## config.mk

```make
export PLATFORM = sky130hd
export DESIGN_NAME = fifo_ctrl_fsm_flat
export DESIGN_NICKNAME = d
export VERILOG_FILES = /design/src/rtl/fifo_ctrl_fsm_if.sv /design/src/rtl/fifo_ctrl_fsm.sv /design/src/flat_wrapper.sv
export SDC_FILE = /design/constraint.sdc
export NUM_CORES = 1
export LEC_CHECK = 0
export BUFFER_PORTS_ARGS = -buffer_cell sky130_fd_sc_hd__buf_2
export CORE_ASPECT_RATIO = 0.7
export CORE_MARGIN = 2
export CORE_UTILIZATION = 45
export CTS_CLUSTER_DIAMETER = 200
export DETAILED_ROUTE_END_ITERATION = 10
export PLACE_DENSITY = 0.87
export REMOVE_ABC_BUFFERS = 1
export SLEW_MARGIN = 20
export SYNTH_ARGS = -nofsm -noshare
export SYNTH_HDL_FRONTEND = slang
export SYNTH_SLANG_ARGS = --single-unit
```

## constraint.sdc

```tcl
create_clock -name clk -period 2.2 [get_ports clk]
set_input_delay 0.22 -clock clk [delete_from_list [all_inputs] [get_ports clk]]
set_output_delay 0.22 -clock clk [all_outputs]
set_load 0.02 [all_outputs]
```

## src/rtl/fifo_ctrl_fsm_if.sv

```systemverilog
// Handshake/config bundle between the FIFO bank, config block and the FIFO control FSM.
// Ports: slave = FSM side (takes config/status, drives state/thresholds/error info); master = driver side.
interface fifo_ctrl_fsm_if #(
    parameter int NUM_FIFOS = 5,
    parameter int THR_W     = 4,
    parameter int CNT_W     = 4
);
    logic                 init;
    logic                 err_clr;
    logic [THR_W-1:0]     thr_mf;
    logic [THR_W-1:0]     thr_vc;
    logic [THR_W-1:0]     thr_d;
    logic [NUM_FIFOS-1:0] fifo_empty;
    logic [NUM_FIFOS-1:0] fifo_error;

    logic                 init_out;
    logic                 idle_out;
    logic                 active_out;
    logic                 error_out;
    logic [THR_W-1:0]     thr_mf_out;
    logic [THR_W-1:0]     thr_vc_out;
    logic [THR_W-1:0]     thr_d_out;
    logic [NUM_FIFOS-1:0] err_src;
    logic [CNT_W-1:0]     err_cnt;
    logic [2:0]           state;

    modport master (
        output init, err_clr, thr_mf, thr_vc, thr_d,
        output fifo_empty, fifo_error,
        input  init_out, idle_out, active_out, error_out,
        input  thr_mf_out, thr_vc_out, thr_d_out,
        input  err_src, err_cnt, state
    );

    modport slave (
        input  init, err_clr, thr_mf, thr_vc, thr_d,
        input  fifo_empty, fifo_error,
        output init_out, idle_out, active_out, error_out,
        output thr_mf_out, thr_vc_out, thr_d_out,
        output err_src, err_cnt, state
    );
endinterface

```

## src/rtl/fifo_ctrl_fsm.sv

```systemverilog
// Control FSM for a bank of FIFOs: RESET/INIT/IDLE/ACTIVE/ERROR sequencing, threshold capture,
// error-source latching, saturating error-event count. Ports: clk, reset (sync, high), bus (slave).
module fifo_ctrl_fsm #(
    parameter int NUM_FIFOS = 5,
    parameter int THR_W     = 4,
    parameter int IDLE_DLY  = 4,
    parameter int CNT_W     = 4
) (
    input  logic            clk,
    input  logic            reset,
    fifo_ctrl_fsm_if.slave  bus
);

    localparam int EC_W = $clog2(IDLE_DLY + 1);
    localparam logic [EC_W-1:0]  DLY     = EC_W'(IDLE_DLY);
    localparam logic [CNT_W-1:0] CNT_MAX = '1;

    typedef enum logic [2:0] {
        S_RESET  = 3'd0,
        S_INIT   = 3'd1,
        S_IDLE   = 3'd2,
        S_ACTIVE = 3'd3,
        S_ERROR  = 3'd4
    } state_e;

    state_e               state_q, state_d;
    logic [THR_W-1:0]     mf_q, mf_d;
    logic [THR_W-1:0]     vc_q, vc_d;
    logic [THR_W-1:0]     dd_q, dd_d;
    logic [NUM_FIFOS-1:0] src_q, src_d;
    logic [CNT_W-1:0]     cnt_q, cnt_d;
    logic [EC_W-1:0]      ecnt_q, ecnt_d;

    logic all_empty;
    logic any_err;

    assign all_empty = &bus.fifo_empty;
    assign any_err   = |bus.fifo_error;

    always_ff @(posedge clk) begin
        if (reset) begin
            state_q <= S_RESET;
            mf_q    <= '0;
            vc_q    <= '0;
            dd_q    <= '0;
            src_q   <= '0;
            cnt_q   <= '0;
            ecnt_q  <= '0;
        end else begin
            state_q <= state_d;
            mf_q    <= mf_d;
            vc_q    <= vc_d;
            dd_q    <= dd_d;
            src_q   <= src_d;
            cnt_q   <= cnt_d;
            ecnt_q  <= ecnt_d;
        end
    end

    always_comb begin
        state_d = state_q;
        mf_d    = mf_q;
        vc_d    = vc_q;
        dd_d    = dd_q;
        src_d   = src_q;
        cnt_d   = cnt_q;
        // Empty-run counter only lives inside ACTIVE, so ACTIVE is always entered at zero.
        ecnt_d  = '0;

        case (state_q)
            S_RESET: state_d = S_INIT;

            S_INIT: begin
                mf_d    = bus.thr_mf;
                vc_d    = bus.thr_vc;
                dd_d    = bus.thr_d;
                src_d   = '0;
                state_d = S_IDLE;
            end

            S_IDLE: begin
                if (bus.init)        state_d = S_INIT;
                else if (any_err)    state_d = S_ERROR;
                else if (!all_empty) state_d = S_ACTIVE;
            end

            S_ACTIVE: begin
                if (bus.init)        state_d = S_INIT;
                else if (any_err)    state_d = S_ERROR;
                else if (!all_empty) ecnt_d  = '0;
                else if (ecnt_q + 1'b1 == DLY)
                    state_d = S_IDLE;
                else
                    ecnt_d = ecnt_q + 1'b1;
            end

            S_ERROR: begin
                // init is deliberately ignored here; only err_clr leaves ERROR.
                src_d = src_q | bus.fifo_error;
                if (bus.err_clr && !any_err)
                    state_d = S_INIT;
            end

            default: state_d = S_RESET;
        endcase

        // Entry into ERROR: restart the source capture with the triggering flags.
        if (state_d == S_ERROR && state_q != S_ERROR) begin
            src_d = bus.fifo_error;
            if (cnt_q != CNT_MAX)
                cnt_d = cnt_q + 1'b1;
        end

        if (state_d == S_INIT)
            src_d = '0;
    end

    assign bus.init_out   = (state_q == S_INIT);
    assign bus.idle_out   = (state_q == S_IDLE);
    assign bus.active_out = (state_q == S_ACTIVE);
    assign bus.error_out  = (state_q == S_ERROR);
    assign bus.thr_mf_out = mf_q;
    assign bus.thr_vc_out = vc_q;
    assign bus.thr_d_out  = dd_q;
    assign bus.err_src    = src_q;
    assign bus.err_cnt    = cnt_q;
    assign bus.state      = state_q;

endmodule

```

## src/flat_wrapper.sv

```systemverilog
// flat-port wrapper written by rule: the top's interface ports become plain ports
module fifo_ctrl_fsm_flat 
#(
    parameter int NUM_FIFOS = 5,
    parameter int THR_W     = 4,
    parameter int IDLE_DLY  = 4,
    parameter int CNT_W     = 4
)
  (clk, reset, bus_init, bus_err_clr, bus_thr_mf, bus_thr_vc, bus_thr_d, bus_fifo_empty, bus_fifo_error, bus_init_out, bus_idle_out, bus_active_out, bus_error_out, bus_thr_mf_out, bus_thr_vc_out, bus_thr_d_out, bus_err_src, bus_err_cnt, bus_state);
  fifo_ctrl_fsm_if #(.NUM_FIFOS(NUM_FIFOS), .THR_W(THR_W), .CNT_W(CNT_W)) bus_i ();
  input  logic clk;
  input  logic reset;
  input wire logic [$bits(bus_i.init)-1:0] bus_init;
  input wire logic [$bits(bus_i.err_clr)-1:0] bus_err_clr;
  input wire logic [$bits(bus_i.thr_mf)-1:0] bus_thr_mf;
  input wire logic [$bits(bus_i.thr_vc)-1:0] bus_thr_vc;
  input wire logic [$bits(bus_i.thr_d)-1:0] bus_thr_d;
  input wire logic [$bits(bus_i.fifo_empty)-1:0] bus_fifo_empty;
  input wire logic [$bits(bus_i.fifo_error)-1:0] bus_fifo_error;
  output wire logic [$bits(bus_i.init_out)-1:0] bus_init_out;
  output wire logic [$bits(bus_i.idle_out)-1:0] bus_idle_out;
  output wire logic [$bits(bus_i.active_out)-1:0] bus_active_out;
  output wire logic [$bits(bus_i.error_out)-1:0] bus_error_out;
  output wire logic [$bits(bus_i.thr_mf_out)-1:0] bus_thr_mf_out;
  output wire logic [$bits(bus_i.thr_vc_out)-1:0] bus_thr_vc_out;
  output wire logic [$bits(bus_i.thr_d_out)-1:0] bus_thr_d_out;
  output wire logic [$bits(bus_i.err_src)-1:0] bus_err_src;
  output wire logic [$bits(bus_i.err_cnt)-1:0] bus_err_cnt;
  output wire logic [$bits(bus_i.state)-1:0] bus_state;
  assign bus_i.init = bus_init;
  assign bus_i.err_clr = bus_err_clr;
  assign bus_i.thr_mf = bus_thr_mf;
  assign bus_i.thr_vc = bus_thr_vc;
  assign bus_i.thr_d = bus_thr_d;
  assign bus_i.fifo_empty = bus_fifo_empty;
  assign bus_i.fifo_error = bus_fifo_error;
  assign bus_init_out = bus_i.init_out;
  assign bus_idle_out = bus_i.idle_out;
  assign bus_active_out = bus_i.active_out;
  assign bus_error_out = bus_i.error_out;
  assign bus_thr_mf_out = bus_i.thr_mf_out;
  assign bus_thr_vc_out = bus_i.thr_vc_out;
  assign bus_thr_d_out = bus_i.thr_d_out;
  assign bus_err_src = bus_i.err_src;
  assign bus_err_cnt = bus_i.err_cnt;
  assign bus_state = bus_i.state;
  fifo_ctrl_fsm #(.NUM_FIFOS(NUM_FIFOS), .THR_W(THR_W), .IDLE_DLY(IDLE_DLY), .CNT_W(CNT_W)) u_core (.clk(clk), .reset(reset), .bus(bus_i));
endmodule
```

==> results.txt <==
- The run finished with clean final reports.
- The routed layout has 1110 vias.
* Relative slew slack: 0.657
* Worst R2R Start: u_core.bus.state[0]
- After the first detailed-routing iteration, the DRC count stood at 52.
- # diodes: 0
- Met1 Wirelength: 1070 µm
- At the pin with the least slew margin, the transition time is 510 ps.
- After detailed routing, the met3 layer carries 115 µm of wire.
- For this run, the number of Yosys warnings is 0.
* Cell at the root of the clock tree: clkbuf_4
* Final Wtd Congestion: 0.835
- Number of port buffers: 53
- Final nets: 214
- The via count of the first global-routing pass was 968.
- The worst setup path is captured at a primary output.
- Critical path origin: u_core.bus.state[0]
- Y dimension of the die: 46.2 µm
* Post-route standard cell area excluding fillers: 1460 µm²
* Total of fill cells in the finished design: 229
* Routed wirelength normalized by instance count: 12.1 µm
- Distinct cells, synth: 31
* Met2 routed WL: 1420 µm
- The critical path ends at bus_init_out.
* Clock tree from TritonCTS: built
- Detailed Route WL: 2630 µm
- Max rail drop VDD: 0.455 mV
- FF-to-FF End: u_core.bus.err_src[3]
- Synthesized cell area: 1140 µm²
* Die Outline Area: 2970 µm²
- In this run the horizontal extent of the chip is 64.3 µm.
- Compared with the post-synthesis result, the final layout area differs by 27.1%.
- Layout Skew: 5.86 ps
* Area share of the largest cell type after synthesis: 0.472
- Core Region: 2440 µm²
- Max-slew violation count: 0
- For this run, the total global-route usage over all layers was measured as 0.177.
- Initial antenna violation count: 0
* Path category of the worst min-delay check: input port to flip-flop
- Leading cell types by total area after synthesis: dfxtp_1 (47%), nand2_1 (8.2%), a21oi_1 (7.0%)
* Post-detailed-route count of antenna-violating nets: 0
- Share of post-route cells with drive strength above 1: 0.353
- Initial cell density of the core: 0.469
- Syn Inst Count: 131
* Leakage power: 0.673 nW
* Number of instances resized during post-cts repair: 0
- After synthesis the netlist holds a flip-flop and latch count of 27.
- Setup repair after global routing left no endpoint under its margin.
- F_max: 503 MHz
* Post-route DRC violation count: 0
* Number of buffers created by CTS: 3
- In the final layout, flip-flops and latches occupy 541 µm².
* Data arrival time of the critical path: 1770 ps
* Max-cap violations: 0
- Number of primary I/O pins: 54
- The first detailed-routing pass ran for 4 iterations.
- Maximum number of pins on one net before global-route repair: 22
- Using the TritonRoute via totals, the vias-per-cell ratio works out to 5.09.
- Clk buf depth: 2
- CP startpoint kind: flip-flop
- Clock tree synthesis found a total of 27 sinks.
* Fraction of the cycle the final worst path needs: 0.903
- The synthesized design spends more area on one cell type than any other, namely dfxtp_1.
- Setup violators final: 0
- The total overflow left after global routing is 0.
* Total negative slack for setup checks: 0 ps
- Minimum period implied by the final worst setup slack: 1990 ps
- Placement-stage cell area: 1430 µm²
- Overall Power: 0.968 mW
- Final core utilization: 0.596
- Proportion of synthesized chip area in sequential cells: 0.472
* CTS Hold Bufs: 0
- Number of setup buffers added after CTS: 0
* Highest signal layer in the routed design: met4
* Critical path data required time: 1980 ps
- The worst register-to-register path has a depth of 6.
* Post-DP HPWL: 2110 µm
* Multi-input gate area in the final layout: 557 µm²
- The critical path in this run is classified as flip-flop to primary output.
- Of all nets on the critical path, the largest fanout is 14.
- Clock transition time at the flip-flop clock pins of the worst setup and hold paths: 140 ps
* Total number of H-tree levels: 1
* Worst reg2reg setup slack: 440 ps
* Final Hold Vio Count: 0
* PwrDens: 665 nW/µm²
- Site Rows: 15
- In this run the mean area of a mapped cell was 8.74 µm².
- Later-pin clock latency in the skew report: 320 ps
- The first global-routing pass estimated 3990 µm of wire.
==> cells in the final DEF, fill, tap and decap left out <==
cell type,n
dfxtp_1,27
and4_1,1
a22oi_1,5
xnor2_1,1
a311oi_1,1
or4b_1,1
clkbuf_4,3
or3b_1,1
o211ai_1,1
a211oi_2,1
inv_2,1
ha_1,3
nand3_1,4
nand2b_1,3
clkinv_2,1
nor4_1,2
or4_4,1
a21oi_1,16
or2_2,2
a211o_1,1
a31oi_4,1
nand2_1,25
nor2_1,16
nand4_1,1
o21a_2,1
or3_1,1
a2bb2oi_4,1
buf_2,53
nor2b_1,1
xor2_1,1
nor3b_1,2
inv_1,5
==> cell usage after synthesis <==
cell	n
nand3_1	4
a31oi_4	1
or4b_1	1
and4_1	1
nand2_1	25
or2_2	2
nor3b_1	2
xor2_1	1
a211o_1	1
a2bb2oi_4	1
nor4_1	2
clkbuf_1	3
a21oi_1	16
o211ai_1	1
nand2b_1	3
a311oi_1	1
or4_4	1
o21a_2	1
nor2_1	16
ha_1	3
or3_1	1
nand4_1	1
a211oi_2	1
or3b_1	1
a22oi_1	5
inv_2	1
xnor2_1	1
clkbuf_8	1
dfxtp_1	27
nor2b_1	1
inv_1	5
==> registers in the layout, summed over array words and instances, names as in the netlist <==
signal	cells
u_core.bus.thr_d_out	4
u_core.bus.thr_mf_out	4
u_core.bus.err_cnt	4
u_core.bus.thr_vc_out	4
u_core.bus.err_src	5
u_core.bus.state	3
u_core.ecnt_q	3
==> through the flow <==
| stage | std cells | hold WS [ps] | worst slack, ps |
|---|---|---|---|
| 2_1_floorplan | 127 | 289 | 309 |
| 3_3_place_gp | 214 | 408 | 138 |
| 3_5_place_dp | 214 | 416 | 66.2 |
| 4_1_cts | 218 | 118 | 208 |
| 5_1_grt | 218 | 111 | 68.1 |
| 6_report | 218 | 117 | 213 |
==> worst max-delay path: stages, from the launching register on <==
cell	delay (ps)
dfxtp_1	480
nand2b_1	110
or2_2	410
inv_2	230
buf_2	210
==> routing by layer <==
layer | GRT usage | vias to the layer above
met1 | 0.194 | 524
met2 | 0.344 | 24
met4 | 0.0468 | 0
met3 | 0.0513 | 2
li1 | - | 560
met5 | 0 | -
==> where the power goes <==
part	internal [mW]	leakage (nW)	switching [mW]	total, mW
Clock	0.0681	0.0177	0.141	0.209
Sequential	0.517	0.220	0.0207	0.538
Combinational	0.0811	0.436	0.140	0.221
==> cell type report <==
class / instances / share of cell area
Sequential cell: 27 / 0.371
Clock buffer: 3 / 0.0155
Multi-Input combinational cell: 94 / 0.383
Inverter: 6 / 0.0155
Timing Repair Buffer: 53 / 0.182
Clock inverter: 1 / 0.00344
Tap cell: 34 / 0.0292
==> worst min-delay path by stage <==
stage                      from                        to  slack, ps  depth (start not counted)
3_5_place_dp   u_core.ecnt_q[0]          u_core.ecnt_q[0]        420                          1
6_report           bus_thr_d[3]   u_core.bus.thr_d_out[3]        120                          3
5_1_grt           bus_thr_mf[0]  u_core.bus.thr_mf_out[0]        110                          3
4_1_cts            bus_thr_d[3]   u_core.bus.thr_d_out[3]        120                          3
2_1_floorplan             reset     u_core.bus.err_cnt[1]        290                          1
3_3_place_gp   u_core.ecnt_q[0]          u_core.ecnt_q[0]        410                          1
==> cell families after synthesis <==
logic type	count (synthesis)	synth area share
compound gates	28	0.185
simple gates	61	0.254
buf+inv	10	0.0415
xor+xnor	2	0.0153
flops	27	0.472
fa+ha+maj	3	0.0328
Power figures use the tool's default switching activity.
